<file path="config.mk">
export PLATFORM = sky130hd
export DESIGN_NAME = mode_ctrl
export DESIGN_NICKNAME = d
export VERILOG_FILES = /design/src/rtl/mode_ctrl.sv
export SDC_FILE = /design/constraint.sdc
export NUM_CORES = 1
export LEC_CHECK = 0
export BUFFER_PORTS_ARGS = -buffer_cell sky130_fd_sc_hd__buf_2
export CAP_MARGIN = 15
export CORE_ASPECT_RATIO = 1.1
export CORE_UTILIZATION = 60
export DETAILED_ROUTE_END_ITERATION = 6
export MAX_ROUTING_LAYER = met4
export PLACE_DENSITY = 0.87
export SLEW_MARGIN = 10
export SYNTH_ARGS = -nofsm -noshare
export SYNTH_HDL_FRONTEND = slang
export SYNTH_SLANG_ARGS = --single-unit
</file>
<file path="constraint.sdc">
create_clock -name clk -period 5.7 [get_ports clk]
set_input_delay 0.57 -clock clk [delete_from_list [all_inputs] [get_ports clk]]
set_output_delay 0.57 -clock clk [all_outputs]
set_load 0.005 [all_outputs]
</file>
<file path="src/rtl/mode_ctrl.sv">
// -----------------------------------------------------------------------------
// mode_ctrl -- front-panel controller for the digital clock.
//
// Three debounced, active-low keys set the display mode (clock, alarm or
// stopwatch), step through the time-set fields, and produce one-clock increment
// strobes. They also run and clear the stopwatch and drive a blink enable for
// the field being set. The clock, alarm, watch and display blocks only count
// and show what this block tells them.
//
// Optional feature macro: AUTO_REPEAT_EN
//   When it is defined, holding key_inc in a SET state produces repeat strobes
//   after REPEAT_DLY_MS ticks, then one every REPEAT_MS ticks. blink is held at
//   1 while repeating. When it is undefined, each press gives exactly one
//   strobe.
//
// Parameters:
//   BLINK_MS       tick_ms pulses per blink half-period while setting
//   REPEAT_DLY_MS  hold ticks before auto-repeat starts (AUTO_REPEAT_EN only)
//   REPEAT_MS      ticks between auto-repeat strobes    (AUTO_REPEAT_EN only)
//
// Ports:
//   clk        in   1  system clock
//   rst_n      in   1  asynchronous reset, active-low
//   tick_ms    in   1  one-clk pulse per millisecond
//   key_mode   in   1  debounced key, active-low
//   key_sel    in   1  debounced key, active-low
//   key_inc    in   1  debounced key, active-low
//   mode       out  2  0=clock 1=alarm 2=stopwatch
//   set_act    out  1  high while a time field is being set
//   field      out  2  0=hour 1=minute 2=second (valid while set_act=1)
//   inc_pulse  out  1  one-clk strobe: increment `field` of the selected block
//   watch_run  out  1  stopwatch running level
//   watch_clr  out  1  one-clk strobe: clear stopwatch
//   blink      out  1  0 = blank the selected field
// -----------------------------------------------------------------------------
module mode_ctrl #(
  parameter int BLINK_MS      = 500,
  parameter int REPEAT_DLY_MS = 600,
  parameter int REPEAT_MS     = 150
) (
  input  logic       clk,
  input  logic       rst_n,
  input  logic       tick_ms,
  input  logic       key_mode,
  input  logic       key_sel,
  input  logic       key_inc,
  output logic [1:0] mode,
  output logic       set_act,
  output logic [1:0] field,
  output logic       inc_pulse,
  output logic       watch_run,
  output logic       watch_clr,
  output logic       blink
);

  // The millisecond counters are sized for the largest interval parameter.
  localparam int MAX_A  = (BLINK_MS > REPEAT_DLY_MS) ? BLINK_MS : REPEAT_DLY_MS;
  localparam int MAX_MS = (MAX_A > REPEAT_MS) ? MAX_A : REPEAT_MS;
  localparam int MS_W   = $clog2(MAX_MS) + 1;
  localparam logic [MS_W-1:0] BLINK_END = MS_W'(BLINK_MS - 1);

  typedef enum logic [1:0] {
    RUN   = 2'd0,
    SET_H = 2'd1,
    SET_M = 2'd2,
    SET_S = 2'd3
  } state_t;

  state_t state, state_nxt;

  // Key bit order in the vectors below: {mode, sel, inc}.
  logic [2:0] key_p0, key_p1, key_p2;
  logic [2:0] fall;
  logic       mode_ev, sel_ev, inc_ev;

  logic [1:0] mode_nxt, field_nxt;
  logic       run_nxt, clr_nxt, inc_nxt;
  logic       enter_set;

  logic [MS_W-1:0] ms_cnt;
  logic            blink_ph;
  logic            rep_fire;

  // Stage p0/p1: two-flop synchroniser. Stage p2: previous synchronised level.
  // All stages preset to 1 so that no key reads as pressed out of reset.
  always_ff @(posedge clk or negedge rst_n) begin
    if (!rst_n) begin
      key_p0 <= '1;
      key_p1 <= '1;
      key_p2 <= '1;
    end else begin
      key_p0 <= {key_mode, key_sel, key_inc};
      key_p1 <= key_p0;
      key_p2 <= key_p1;
    end
  end

  // A press is a 1->0 step on the synchronised level. When presses arrive in
  // the same cycle, mode beats sel and sel beats inc. The losers are dropped.
  assign fall    = key_p2 & ~key_p1;
  assign mode_ev = fall[2];
  assign sel_ev  = fall[1] & ~fall[2];
  assign inc_ev  = fall[0] & ~fall[1] & ~fall[2];

  // State register, plus the registered outputs that the FSM decides.
  always_ff @(posedge clk or negedge rst_n) begin
    if (!rst_n) begin
      state     <= RUN;
      mode      <= 2'd0;
      field     <= 2'd0;
      watch_run <= 1'b0;
      watch_clr <= 1'b0;
      inc_pulse <= 1'b0;
    end else begin
      state     <= state_nxt;
      mode      <= mode_nxt;
      field     <= field_nxt;
      watch_run <= run_nxt;
      watch_clr <= clr_nxt;
      inc_pulse <= inc_nxt;
    end
  end

  always_comb begin
    state_nxt = state;
    mode_nxt  = mode;
    field_nxt = field;
    run_nxt   = watch_run;
    clr_nxt   = 1'b0;
    inc_nxt   = 1'b0;
    case (state)
      RUN: begin
        if (mode_ev) begin
          mode_nxt = (mode == 2'd2) ? 2'd0 : mode + 2'd1;
        end else if (sel_ev) begin
          if (mode == 2'd2) begin
            // A running stopwatch cannot be cleared.
            clr_nxt = ~watch_run;
          end else begin
            state_nxt = SET_H;
            field_nxt = 2'd0;
          end
        end else if (inc_ev && mode == 2'd2) begin
          run_nxt = ~watch_run;
        end
      end
      SET_H: begin
        if (sel_ev) begin
          state_nxt = SET_M;
          field_nxt = 2'd1;
        end else if (inc_ev) begin
          inc_nxt = 1'b1;
        end
      end
      SET_M: begin
        if (sel_ev) begin
          state_nxt = SET_S;
          field_nxt = 2'd2;
        end else if (inc_ev) begin
          inc_nxt = 1'b1;
        end
      end
      SET_S: begin
        // field keeps its last value (seconds) after returning to RUN.
        if (sel_ev) begin
          state_nxt = RUN;
        end else if (inc_ev) begin
          inc_nxt = 1'b1;
        end
      end
      default: state_nxt = RUN;
    endcase
    // A repeat strobe merges with a real press into a single pulse.
    inc_nxt = inc_nxt | rep_fire;
  end

  assign set_act   = (state != RUN);
  assign enter_set = (state_nxt != state) && (state_nxt != RUN);

  // Blink phase: restart at 1 on every entry to a SET state, then toggle every
  // BLINK_MS ticks. The >= compare keeps the counter from running past its end
  // value, so a wrap can never cause a false toggle.
  always_ff @(posedge clk or negedge rst_n) begin
    if (!rst_n) begin
      ms_cnt   <= '0;
      blink_ph <= 1'b1;
    end else if (state_nxt == RUN || enter_set) begin
      ms_cnt   <= '0;
      blink_ph <= 1'b1;
    end else if (tick_ms) begin
      if (ms_cnt >= BLINK_END) begin
        ms_cnt   <= '0;
        blink_ph <= ~blink_ph;
      end else begin
        ms_cnt <= ms_cnt + MS_W'(1);
      end
    end
  end

`ifdef AUTO_REPEAT_EN
  localparam logic [MS_W-1:0] DLY_END = MS_W'(REPEAT_DLY_MS - 1);
  localparam logic [MS_W-1:0] REP_END = MS_W'(REPEAT_MS - 1);

  logic [MS_W-1:0] hold_cnt;
  logic            repeating;
  logic            hold_ok;

  // The hold time counts only while inc stays down in a stable SET state. A
  // release, or any change of state, restarts it.
  assign hold_ok  = ~key_p1[0] && (state != RUN) && (state_nxt == state);
  assign rep_fire = hold_ok && tick_ms &&
                    (repeating ? (hold_cnt >= REP_END) : (hold_cnt >= DLY_END));

  always_ff @(posedge clk or negedge rst_n) begin
    if (!rst_n) begin
      hold_cnt  <= '0;
      repeating <= 1'b0;
    end else if (!hold_ok) begin
      hold_cnt  <= '0;
      repeating <= 1'b0;
    end else if (tick_ms) begin
      if (rep_fire) begin
        hold_cnt  <= '0;
        repeating <= 1'b1;
      end else begin
        hold_cnt <= hold_cnt + MS_W'(1);
      end
    end
  end

  assign blink = blink_ph | repeating;
`else
  assign rep_fire = 1'b0;
  assign blink    = blink_ph;
`endif

endmodule

</file>
# [Yosys cells after proc, flatten, opt, wreduce, memory -nomap -nowiden]
# Cells that the tools add are included.
[totals] ff_bits=30 input_bits=6 output_inout_bits=9
[op_classes] n_addsub=2 order_cmp=1 n_eq_ne=10 muxes=27 bitwise_logic=10 reduce_logical=15
[op_table] operator="2-to-1 mux 11 bit" n=3
[op_table] operator="2-to-1 mux 2 bit" n=12
[op_table] operator="adder 11 x 1 -> 11 bit, second input constant" n=1
[op_table] operator="greater-or-equal comparator 11 x 9 -> 1 bit, second input constant" n=1
[op_table] operator="2-to-1 mux 1 bit" n=10
[op_table] operator="!= test 2 bit, second input constant" n=5
[op_table] operator="case mux 2 bit (4 select lines)" n=1
[op_table] operator="nonzero test 2 bit" n=4
[op_table] operator="== test 2 bit, second input constant" n=3
[op_table] operator="case mux 2 bit (3 select lines)" n=1
[op_table] operator="AND reduction 6 bit" n=1
[op_table] operator="inverter 1 bit" n=5
[op_table] operator="logical NOT 2 bit" n=2
[op_table] operator="AND reduction 2 bit" n=2
[op_table] operator="AND reduction 4 bit" n=1
[op_table] operator="AND 1 bit" n=3
[op_table] operator="AND 3 bit" n=1
[op_table] operator="inverter 3 bit" n=1
[op_table] operator="nonzero test 3 bit" n=1
[op_table] operator="OR reduction 3 bit" n=1
[op_table] operator="adder 2 x 1 -> 2 bit, second input constant" n=1
[op_table] operator="== test 2 x 1 -> 1 bit, second input constant" n=1
[op_table] operator="logical AND 1 bit" n=2
[op_table] operator="!= test 2 bit" n=1
[op_table] operator="logical OR 1 bit" n=1

# [Logic depth before layout (Yosys ltp)]
[depth] ltp_word=12 mapped_depth=6 ltp_nobuf=5

# [Worst setup path after synthesis]
# No wires, ideal clock.
[synth_path] path_kind="reg-to-reg" startpoint="register ms_cnt[0]" endpoint="register ms_cnt[3]" setup_ns=0.087 arrival_ns=1.710 path_slack_ns=3.903 path_stages_with_launch=6 n_path_buf=0 period_less_slack_ns=1.797 cell_sequence="dfrtp_1 -> ha_1 -> a2111oi_4 -> nor3_1 -> or4_4 -> o211ai_1"
[synth_via] elab_chain_len=4 elab_cells_between_ends=5 cone_classes="add/sub: 1; order compare: 1; mux: 3"
[synth_lines] element="start, declared" line="80" rtl="logic [MS_W-1:0] ms_cnt;"
[synth_lines] element="start signal, assigned" line="195" rtl="ms_cnt <= ms_cnt + MS_W'(1);"
[synth_lines] element="adder 11 x 1 -> 11 bit or greater-or-equal comparator 11 x 9 -> 1 bit (tied branches)" line="195, 191"
[synth_lines] element="2-to-1 mux 11 bit (*)" line="191" rtl="if (ms_cnt >= BLINK_END) begin"
[synth_lines] element="2-to-1 mux 11 bit (*)" line="190" rtl="end else if (tick_ms) begin"
[synth_lines] element="2-to-1 mux 11 bit (*)" line="187" rtl="end else if (state_nxt == RUN || enter_set) begin"
# Every way passes the cells marked *; elsewhere a longest branch is shown, timed or not. The select of a mux whose other input is x is not followed.
# A chain may end at the register's enable or synchronous reset.

# [Worst setup path after layout]
# Ends and elaborated chain as after synthesis.

==> impl_metrics.csv <==
group,metric,value,unit
run_status,status,"finished clean",
sta,period_minus_slack,1.91,ns
setup_path,cp_data_required_time,5.95,ns
setup_path,crit_path_max_incr_delay,0.47,ns
drt,drc_errors,0,
drt,detail-route-antenna-nets,0,
global_routing,grt_antenna_before_repair,0,
synthesis,synth.largest_area_cell,"dfrtp_1",
placement,gp_congestion,0.943,
sta,slew_headroom,55.0,%
drt,detail_route.wl_per_cell,13.9,um
global_routing,grt_pass1_wl,4.01,mm
sta,final_max_slew_viol_count,0,
cts,clock_sinks,30,
cts,htree_levels,2,
sta,finalHoldViolCount,0,
setup_path,cp-end-kind,"flip-flop",
floorplanning,start_util,66.0,%
drt,wl,2.40,mm
sta,finalSetupTns,0,ns
sta,clock_skew,0.00496,ns
placement,portBuffers,14,
cells_and_area,drive_above_1_share,29.9,%
cells_and_area,nNetsFinal,150,
global_routing,overflow,0,
synthesis,synth_most_common_cell,"dfrtp_1",
cts,cts_setup_buffers,0,
sta,grt_setup_unrepaired,"no",
cells_and_area,syn_to_final_growth,10.8,%
setup_path,path_buf_inv,0,
synthesis,synth-main-ff-cell,"dfrtp_1",
setup_path,cp.arrival,2.16,ns
synthesis,syn_avg_cell_area,11.0,um2
drt,viasPerCell,5.99,
synthesis,synthesis.area,1380,um2
floorplanning,num_rows,17,
setup_path,crit_type,"flip-flop to flip-flop",
placement,hpwl,1.78,mm
global_routing,first_global_vias,968,
sta,finalSetupViolations,0,
synthesis,ys_seq_area_share,55.5,%
power,pwr_density_cell,399,nW/um2
sta,tightest_slew,0.669,ns
drt,detail_route.first_pass.iterations,4,
synthesis,async_reset_ff_share,100,%
power,p_total,0.000608,W
cells_and_area,antennaDiodeCount,0,
setup_path,start_kind,"flip-flop",
synthesis,ys_ff_latch,30,
synthesis,synthTopCellsByArea,"dfrtp_1, dfstp_2, nand2_1",
synthesis,ys_top_cells_by_count,"dfrtp_1, nand2_1, dfstp_2, nor2_1, o21ai_0",
synthesis,syn_nets,132,
floorplanning,ios,15,
cts,cts_tree,"built",
synthesis,synthCells,125,
cts,clockBufferDepth,2,
power,leakagePower,0.643,nW
drt,via_count,1030,
cts,clk_pin_slew_worst_paths,0.09,ns
floorplanning,core_area,2080,um2
floorplanning,die-height,52.2,um
cts,clock_latency,0.32,ns
sta,clock.fmax,522,MHz
cts,cts-root-buf,"clkbuf_4",
floorplanning,dieWidth,47.6,um
global_routing,grtUsageTotal,24.4,%
job,drv_cap,0,
cts,cts_resized,0,
cts,cts_hold_buf,0,
setup_path,cp_cell_sequence,"ha_1, a2111oi_4, nor3_1, or4_4, o211ai_1",
setup_path,cp_top_family,"simple AND/OR/NAND/NOR gates",
synthesis,yosysWarnings,0,
setup_path,slowest_stage,"dfrtp_1",
synthesis,yosys.cell_types.count,39,
sta,period_share,33.6,%
cts,cts_made_buffers,5,
worst_hold_path,hold_path.class,"input pin to async pin",
synthesis,post-synth-top-area-fraction,36.4,%
drt,drt_iter0_drc,35,
power,irDropWorstVdd,351,uV
setup_path,cp_max_fo,6,
floorplanning,die_area,2490,um2
synthesis,synth_enable_flop_cells,0,
global_routing,grt_max_degree,31,
## area by class of cell
type / count / area [um2]
flip-flops and latches: 30 / 763
multi-input cells: 88 / 563
fillers: 164 / 561
repair buffers: 14 / 70.1
clock inverters: 3 / 40.0
clock buffers: 5 / 37.5
well taps: 28 / 35.0
inverters: 4 / 15.0
## layout by cell type (no fill, tap or decap), drive strengths merged, types with 2 or more instances in the layout
cell	Yosys	final
dfrtp	20	20
clkbuf	0	5
clkinv	0	2
nand2b	4	4
dfstp	10	10
nand2	15	15
inv	4	4
nor3	2	2
buf	3	14
a31oi	2	2
nand3	4	4
o31ai	4	4
nor2	10	10
xnor2	3	3
o211ai	2	2
or3	3	3
a21oi	6	6
or4	4	4
or4b	2	2
o21ai	11	11
## cell families (layout without fill, tap and decap cells)
kind of cell | after synthesis | count (layout) | share of synthesized area (%)
compound gates | 31 | 31 | 16.5
flops | 30 | 30 | 55.5
xor+xnor | 3 | 3 | 1.91
mux | 1 | 1 | 0.819
buf+inv | 7 | 26 | 3.55
fa+ha+maj | 1 | 1 | 0.910
simple gates | 52 | 52 | 20.8
## flip-flops by register name (all words and copies together) (netlist names)
register / flops
mode: 2
ms_cnt: 11
key_p0: 3
field: 2
inc_pulse: 1
key_p2: 3
key_p1: 3
state: 2
watch_run: 1
blink: 1
watch_clr: 1
## through the flow
step	setup slack [ns]	utilization, %	std cells	hold WS, ns	instance area, um2
2_1_floorplan	3.90	-	125	0.274	1380
3_3_place_gp	3.87	69.4	164	0.347	1450
3_5_place_dp	3.80	69.4	164	0.349	1450
4_1_cts	3.78	73.1	172	0.262	1520
5_1_grt	3.66	73.1	172	0.290	1520
6_report	3.79	73.1	172	0.248	1520
## final timing paths
kind / start / endpoint / depth (start not counted) / slack, ns
max in group asynchronous: rst_n / mode[1] / 1 / 5.05
max: ms_cnt[0] / ms_cnt[3] / 5 / 3.79
min in group clk: key_sel / key_p0[1] / 1 / 0.34
min: rst_n / ms_cnt[5] / 1 / 0.25
min reg2reg: key_p0[2] / key_p1[2] / 0 / 0.36
max reg2reg: ms_cnt[0] / ms_cnt[3] / 5 / 3.79
## metal layers
layer  vias up  GRT usage (%)  share of wire, %
li1        488              -                 -
met5         -              -                 0
met3         4           6.55               4.5
met4         0           13.4               1.0
met1       503           29.0                44
met2        35           37.0                50
## where the power goes
part	total, W	internal [W]	switching (W)
Sequential	0.000298	0.000251	0.0000474
Clock	0.000161	0.0000908	0.0000705
Combinational	0.000148	0.0000683	0.0000799
Total	0.000608	0.000410	0.000198
## worst reg2reg max path: cells and delay by family, from the launching register on
family / cells / cell delay [ns]
and+or+nand+nor: 2 / 0.55
AOI/OAI and AO/OA: 2 / 0.54
adders and majority gates: 1 / 0.29
DFF: 1 / 0.47
Power figures use the tool's default switching activity.
